[src/rtl/seq_ctrl_pkg.sv]
// Shared types and constants for the load/iterate/finish sequence controller.
// Holds the state encoding and the datapath select codes; the controller zero-extends these to SEL_W.
package seq_ctrl_pkg;

  typedef enum logic [1:0] {
    IDLE   = 2'b00,
    LOAD   = 2'b01,
    RUN    = 2'b10,
    FINISH = 2'b11
  } state_t;

  localparam logic [2:0] SEL_IDLE = 3'd0;
  localparam logic [2:0] SEL_LOAD = 3'd1;
  localparam logic [2:0] SEL_RUN  = 3'd2;
  localparam logic [2:0] SEL_FIN  = 3'd5;

endpackage

[src/rtl/seq_step_counter.sv]
// Iteration counter: clr has priority over en, and tc flags that cnt equals the terminal value TC.
// The next value appears one cycle after en or clr; it has no handshake and never stalls.
module seq_step_counter #(
  parameter int             CNT_W = 2,
  parameter logic [CNT_W-1:0] TC  = '1
) (
  input  logic             clk,
  input  logic             reset,
  input  logic             clr,
  input  logic             en,
  output logic [CNT_W-1:0] cnt,
  output logic             tc
);

  always_ff @(posedge clk or posedge reset) begin
    if (reset) begin
      cnt <= '0;
    end else if (clr) begin
      cnt <= '0;
    end else if (en) begin
      cnt <= cnt + 1'b1;
    end
  end

  assign tc = (cnt == TC);

endmodule

[src/rtl/seq_controller.sv]
// Moore controller: LOAD, then STEPS RUN cycles, then FINISH with a done pulse. Start is ignored while busy.
// Defining SEQ_CONTROLLER_ABORT_EN adds an abort input for LOAD/RUN and a one-cycle aborted flag.
module seq_controller
  import seq_ctrl_pkg::*;
#(
  parameter int STEPS = 4,
  parameter int SEL_W = 3,
  localparam int CNT_W = (STEPS > 1) ? $clog2(STEPS) : 1
) (
  input  logic             clk,
  input  logic             reset,
  input  logic             start,
  input  logic             mode,
`ifdef SEQ_CONTROLLER_ABORT_EN
  input  logic             abort,
  output logic             aborted,
`endif
  output logic             e,
  output logic             m,
  output logic [SEL_W-1:0] sel,
  output logic [CNT_W-1:0] step,
  output logic             busy,
  output logic             done
);

  state_t           state;
  state_t           state_nxt;
  logic             mode_q;
  logic [CNT_W-1:0] cnt;
  logic             tc;
  logic             abort_hit;

`ifdef SEQ_CONTROLLER_ABORT_EN
  assign abort_hit = abort && ((state == LOAD) || (state == RUN));

  always_ff @(posedge clk or posedge reset) begin
    if (reset) begin
      aborted <= 1'b0;
    end else begin
      aborted <= abort_hit;
    end
  end
`else
  assign abort_hit = 1'b0;
`endif

  always_comb begin
    state_nxt = state;
    case (state)
      IDLE:    if (start) state_nxt = LOAD;
      LOAD:    state_nxt = RUN;
      RUN:     if (tc) state_nxt = FINISH;
      FINISH:  state_nxt = IDLE;
      default: state_nxt = IDLE;
    endcase
    if (abort_hit) state_nxt = IDLE;
  end

  always_ff @(posedge clk or posedge reset) begin
    if (reset) begin
      state  <= IDLE;
      mode_q <= 1'b0;
    end else begin
      state <= state_nxt;
      if ((state == IDLE) && start) mode_q <= mode;
    end
  end

  // Held at zero outside RUN, so LOAD always enters RUN with step 0.
  seq_step_counter #(
    .CNT_W (CNT_W),
    .TC    (CNT_W'(STEPS - 1))
  ) u_step_counter (
    .clk   (clk),
    .reset (reset),
    .clr   ((state != RUN) || tc || abort_hit),
    .en    (state == RUN),
    .cnt   (cnt),
    .tc    (tc)
  );

  always_comb begin
    sel = SEL_W'(SEL_IDLE);
    case (state)
      IDLE:    sel = SEL_W'(SEL_IDLE);
      LOAD:    sel = SEL_W'(SEL_LOAD);
      RUN:     sel = SEL_W'(SEL_RUN);
      FINISH:  sel = SEL_W'(SEL_FIN);
      default: sel = SEL_W'(SEL_IDLE);
    endcase
  end

  assign busy = (state != IDLE);
  assign e    = busy;
  assign done = (state == FINISH);
  assign m    = done && mode_q;
  assign step = (state == RUN) ? cnt : '0;

endmodule

[config.mk]
export PLATFORM = sky130hd
export DESIGN_NAME = seq_controller
export DESIGN_NICKNAME = d
export VERILOG_FILES = /design/src/rtl/seq_ctrl_pkg.sv /design/src/rtl/seq_step_counter.sv /design/src/rtl/seq_controller.sv
export SDC_FILE = /design/constraint.sdc
export NUM_CORES = 1
export LEC_CHECK = 0
export CAP_MARGIN = 10
export CORE_AREA = 2 2 39 41
export CTS_CLUSTER_SIZE = 20
export DETAILED_ROUTE_END_ITERATION = 7
export DIE_AREA = 0 0 41 43
export PLACE_DENSITY = 0.63
export SLEW_MARGIN = 5
export SYNTH_ARGS = -nofsm -noshare
export SYNTH_HDL_FRONTEND = slang
export SYNTH_SLANG_ARGS = --single-unit
[constraint.sdc]
create_clock -name clk -period 1.5 [get_ports clk]
set_input_delay 0.225 -clock clk [delete_from_list [all_inputs] [get_ports clk]]
set_output_delay 0.225 -clock clk [all_outputs]
set_load 0.1 [all_outputs]
==> results.cfg, run 1 <==
[layout]
fillCellCount = 130
instances_no_fill = 68
drive_above_1_share_pct = 65.4
fin_nets = 64
diodes = 0
area_growth_pct = 89.1
fin_area_um2 = 696

[drt]
drt_iter0_drc = 1
routedWlPerCell_um = 10.5
routed_wl_um = 711
route.detailed.drc = 0
vias = 286
first_pass_iters = 2
viasPerCell = 4.21
ant_nets = 0

[clock_network]
cts.sinks = 5
clock_path_buffers = 2
insertion_delay_ns = 0.25
clk_pin_slew_ns = 0.05
hold_buffers = 0
root_buffer = clkbuf_4
htreeDepth = 1
numCtsBuffers = 3
cts_tree = done

[global_routing]
grt-ovfl-total = 0
grt_pass1_vias = 292
grt_start_max_net_pins = 6
track_usage_pct = 10.9
grt_pass1_wl_um = 1160
antenna_found_initial = 0

[critical_path]
worstPathRequired_ns = 1.27
reg2reg_slack_ns = 0.11
crit_fanout = 4
end_kind = output port
startpoint_type = register
crit_type = register to output port
arrival_ns = 1.31

[synth]
synthCells = 34
ys_warn_count = 0
syn_avg_cell_area_um2 = 10.8
synth-seq-cells = 5
synth.area.top_cells = dfrtp_1 34%, ha_1 24%, mux2i_1 5.4%
yosysTopAreaCellShare_pct = 34.0
syn_nets = 45
synth_largest_area_cell = dfrtp_1
synth.distinct_cells = 14
yosysSeqAreaShare_pct = 34.0
syn_area_um2 = 368

[flow_run]
maxCapViolations = 0

[timing]
clock.fmax_ghz = 0.653
fin_skew_ns = 0.0116
setup_viol = 5
fin_crit_sh_pct = 102
fin_ws_ns = -0.0325
worst_pin_slew_ns = 0.207
fin_hold_ws_ns = 0.176
grt_setup_unrepaired = yes
slew_headroom_pct = 86.2
slew_violations = 0
fin_crit_ns = 1.53
hold_viol = 0

[floorplan]
rows = 14
die_area_mm2 = 0.00176
pin_count = 13
fp.dieH_um = 43
fp.dieW_um = 41
core_mm2 = 0.00138
start_util_pct = 26.6

[placed_design]
dp_cells = 62
portBuffers = 12
pre_cts_ws_ns = 0.0978
dpl.hpwl_um = 528
dpl_cell_area_um2 = 633
gp_congestion = 0.750

[run_status]
violations = negative setup slack
status = finished, violations left

[worst_hold_path]
min_path_type = input pin to asynchronous set/reset pin
==> layer usage <==
layer	global-route usage [%]	routed length [um]
met1	9.35	256
met2	16.3	359
met3	9.42	77
met4	6.00	17
met5	0	0
==> state kept, by name (all words and copies together) (netlist names) <==
name,count
u_step_counter.cnt,2
state,2
mode_q,1
==> cell families after synthesis <==
group	share of synthesized area, %
XOR/XNOR	2.38
AO/OA/AOI/OAI	4.08
multiplexers	12.6
AND/OR/NAND/NOR	15.0
adder cells (fa/ha/maj)	23.8
flip-flops	34.0
buffers and inverters	8.16
==> timing repair <==
item / 4_1_cts / 5_1_grt
resized for setup: 4 / 4
pin swaps: 2 / 1
setup buffers: 2 / 0
endpoints found under the setup margin: 4 / 9
==> critical path, stage by stage, from the launching register on <==
cell	delay, ns
dfrtp_2	0.44
buf_6	0.14
ha_4	0.18
and2_4	0.15
buf_12	0.16
==> per-stage QoR <==
stage,TNS (ns),utilization (%)
finish,-0.0957,50.3
global route,-0.338,50.3
CTS,-0.128,49.7
detailed placement,0,45.8
global placement,0,45.8
floorplan,-0.102,-
==> path summary, 6_finish.rpt <==
| kind | depth (start not counted) | to | startpoint |
|---|---|---|---|
| hold / removal | 2 | u_step_counter.cnt[0] | reset |
| max in group asynchronous | 2 | state[1] | reset |
| hold reg to reg | 1 | mode_q | mode_q |
| min in group clk | 1 | mode_q | mode_q |
| setup reg to reg | 5 | state[1] | state[1] |
| setup / recovery | 4 | m | state[1] |
==> synthesized netlist by cell type <==
cell and count:
nor2_1 5, and2_1 3, nand2b_4 1, o21a_4 1, buf_4 2, mux2_2 1
mux2_4 1, mux2i_1 2, dfrtp_1 5, ha_1 7, xnor2_1 1, inv_1 3
nand2_1 1, inv_2 1
==> cell usage in the layout, fill, tap and decap left out, types with 2 or more instances in the layout <==
| master | count |
|---|---|
| and2_2 | 2 |
| buf_12 | 9 |
| buf_4 | 2 |
| buf_6 | 2 |
| clkbuf_4 | 3 |
| clkdlybuf4s50_1 | 3 |
| dfrtp_1 | 4 |
| ha_1 | 2 |
| ha_2 | 4 |
| inv_2 | 2 |
| mux2i_1 | 2 |
| nor2_1 | 3 |
| nor2_4 | 2 |
==> final cells by class <==
class | instances | area [um^2] | area share, %
timing repair buffer | 16 | 248 | 35.6
multi-input combinational | 23 | 255 | 36.7
clock buffer | 4 | 26.3 | 3.78
sequential | 5 | 126 | 18.2
tap | 16 | 20.0 | 2.88
inverter | 4 | 20.0 | 2.88
Power of run 1 is left out: the tool's default activity adds up to more than one toggle a clock period on the data nets, which glitch-free logic cannot reach.
==> inputs of run 2 (changes only) <==
--- a/config.mk
+++ b/config.mk
@@ -10,8 +10,9 @@
 export CTS_CLUSTER_SIZE = 20
 export DETAILED_ROUTE_END_ITERATION = 7
 export DIE_AREA = 0 0 41 43
-export PLACE_DENSITY = 0.63
+export PLACE_DENSITY = 0.61
 export SLEW_MARGIN = 5
 export SYNTH_ARGS = -nofsm -noshare
 export SYNTH_HDL_FRONTEND = slang
+export SYNTH_HIERARCHICAL = 1
 export SYNTH_SLANG_ARGS = --single-unit
==> results.cfg, run 2 <==
[synth]
synth-async-reset-ratio_pct = 100
ys.flop_type = dfrtp_1
yosysSeqAreaShare_pct = 36.4
synth.distinct_cells = 15
synth_largest_area_cell = dfrtp_1
synth_edf_count = 0
synth.most_common_cell = ha_1
syn_area_um2 = 344
yosysTopAreaCellShare_pct = 36.4
syn_avg_cell_area_um2 = 10.4
ys_warn_count = 6
synth-seq-cells = 5
synthTopCellsByCount = 7 x ha_1, 5 x dfrtp_1, 4 x inv_1, 4 x nor2_1, 3 x and2_1
syn_nets = 44
synthCells = 33
synth.area.top_cells = dfrtp_1 36%, ha_1 25%, and2_1 5.5%

[placed_design]
gp_congestion = 0.668
dp_cells = 65
portBuffers = 12
pre_cts_ws_ns = 0.0820

[clock_network]
htreeDepth = 1
numCtsBuffers = 3
clk_pin_slew_ns = 0.04
clock_path_buffers = 2
cts_tree = done
hold_buffers = 0
root_buffer = clkbuf_4
cts.sinks = 5
insertion_delay_ns = 0.24

[timing]
fin_crit_sh_pct = 100
grt_setup_unrepaired = yes
worst_pin_slew_ns = 0.163
fin_ws_ns = -0.00130
hold_viol = 0
clock.fmax_ghz = 0.666
slew_violations = 0
fin_skew_ns = 0.00578
slew_headroom_pct = 89.1
fin_crit_ns = 1.50
setup_viol = 1

[floorplan]
fp.dieW_um = 41
fp.dieH_um = 43
start_util_pct = 24.9
core_mm2 = 0.00138
pin_count = 13
die_area_mm2 = 0.00176
rows = 14

[global_routing]
grt_start_max_net_pins = 5
track_usage_pct = 11.2
grt-ovfl-total = 0
grt_pass1_wl_um = 1310
antenna_found_initial = 0
grt_pass1_vias = 310

[layout]
mostFrequentLayoutCells = 9 x buf_12, 6 x ha_4, 6 x buf_4
area_growth_pct = 128
diodes = 0
largestRegisters = state: 2 flops, u_step_counter/cnt: 2 flops, mode_q: 1 flops
multi_input_area_um2 = 290
fillCellCount = 105
drive_above_1_share_pct = 65.5
instances_no_fill = 74
final_common_cell = buf_12
regArea_um2 = 125
fin_nets = 70
final_core_util_pct = 56.8

[drt]
first_pass_iters = 4
routedWlPerCell_um = 10.5
route.detailed.drc = 0
drt_iter0_drc = 6
viasPerCell = 3.99
ant_nets = 0
vias = 295
routed_wl_um = 780

[critical_path]
crit_fanout = 4
crit_chain = buf_6 > ha_4 > and2_4 > buf_12
startpoint_type = register
slowest_delay_ns = 0.42
worstPathRequired_ns = 1.27
crit_type = register to output port
critical_path.slowest_cell = dfrtp_1
end_kind = output port
arrival_ns = 1.28

[run_status]
violations = negative setup slack
status = finished, violations left

[worst_hold_path]
min_path_type = input pin to asynchronous set/reset pin

[flow_run]
maxCapViolations = 0
-- run 2: cell count changes in the layout (fill, tap and decap cells not counted), sizes merged --
cell   previous run  this run
buf              13        19
inv               4         5
mux2i             2         1
nor2              5         4
o22a              0         1
-- run 2: cell families (layout without fill, tap and decap cells) --
| family | after synthesis | after routing | share of synthesized area, % |
|---|---|---|---|
| xor+xnor | 1 | 1 | 2.55 |
| compound gates | 2 | 2 | 4.73 |
| buf+inv | 6 | 31 | 7.63 |
| fa+ha+maj | 7 | 7 | 25.5 |
| mux | 3 | 3 | 10.5 |
| simple gates | 9 | 9 | 12.7 |
| flops | 5 | 5 | 36.4 |
-- run 2: area by class of cell --
type                       count  area share (%)
tap                           16            2.55
multi-input combinational     22            36.9
clock buffer                   4            3.34
sequential                     5            15.9
inverter                       5            3.03
timing repair buffer          22            38.2
-- run 2: routing by layer --
layer / vias up / global-route usage, % / part of all wire (%)
met3: 2 / 1.57 / 4.5
met4: 0 / 10.0 / 1.8
met5: - / 0 / 0
met2: 10 / 16.3 / 48
li1: 153 / - / -
met1: 130 / 13.5 / 46
-- run 2: through the flow --
stage / area (um^2) / TNS (ns) / hold WS (ns)
4_1_cts: 754 / -0.00556 / 0.158
6_report: 786 / -0.00130 / 0.163
2_1_floorplan: 389 / -0.249 / -0.0338
3_5_place_dp: 646 / 0 / 0.414
3_3_place_gp: 646 / 0 / 0.415
5_1_grt: 786 / -0.162 / 0.179
-- run 2: worst max-delay path: cells and delay by family (launching register included) --
family / cells / cell delay [ns]
adder cells (fa/ha/maj): 1 / 0.16
buffers and inverters: 2 / 0.30
flip-flops: 1 / 0.42
AND/OR/NAND/NOR: 1 / 0.16
-- run 2: path summary, 6_finish.rpt --
check | depth (start not counted) | slack [ns] | end | start
min in group clk | 1 | 0.51 | mode_q | mode_q
max reg2reg | 5 | 0.08 | state[1] | state[1]
min reg2reg | 1 | 0.51 | mode_q | mode_q
max in group asynchronous | 2 | 1.18 | state[0] | reset
min | 2 | 0.16 | u_step_counter/cnt[1] | reset
max | 4 | -0.001 | step[0] | state[1]
-- run 2: timing repair --
action / in CTS / in global routing
setup endpoints to repair: 6 / 9
pin swaps: 4 / 4
hold endpoints to repair: 0 / 0
gates resized for setup: 13 / 4
setup buffers: 4 / 2
Power of run 2 is left out for the same reason.
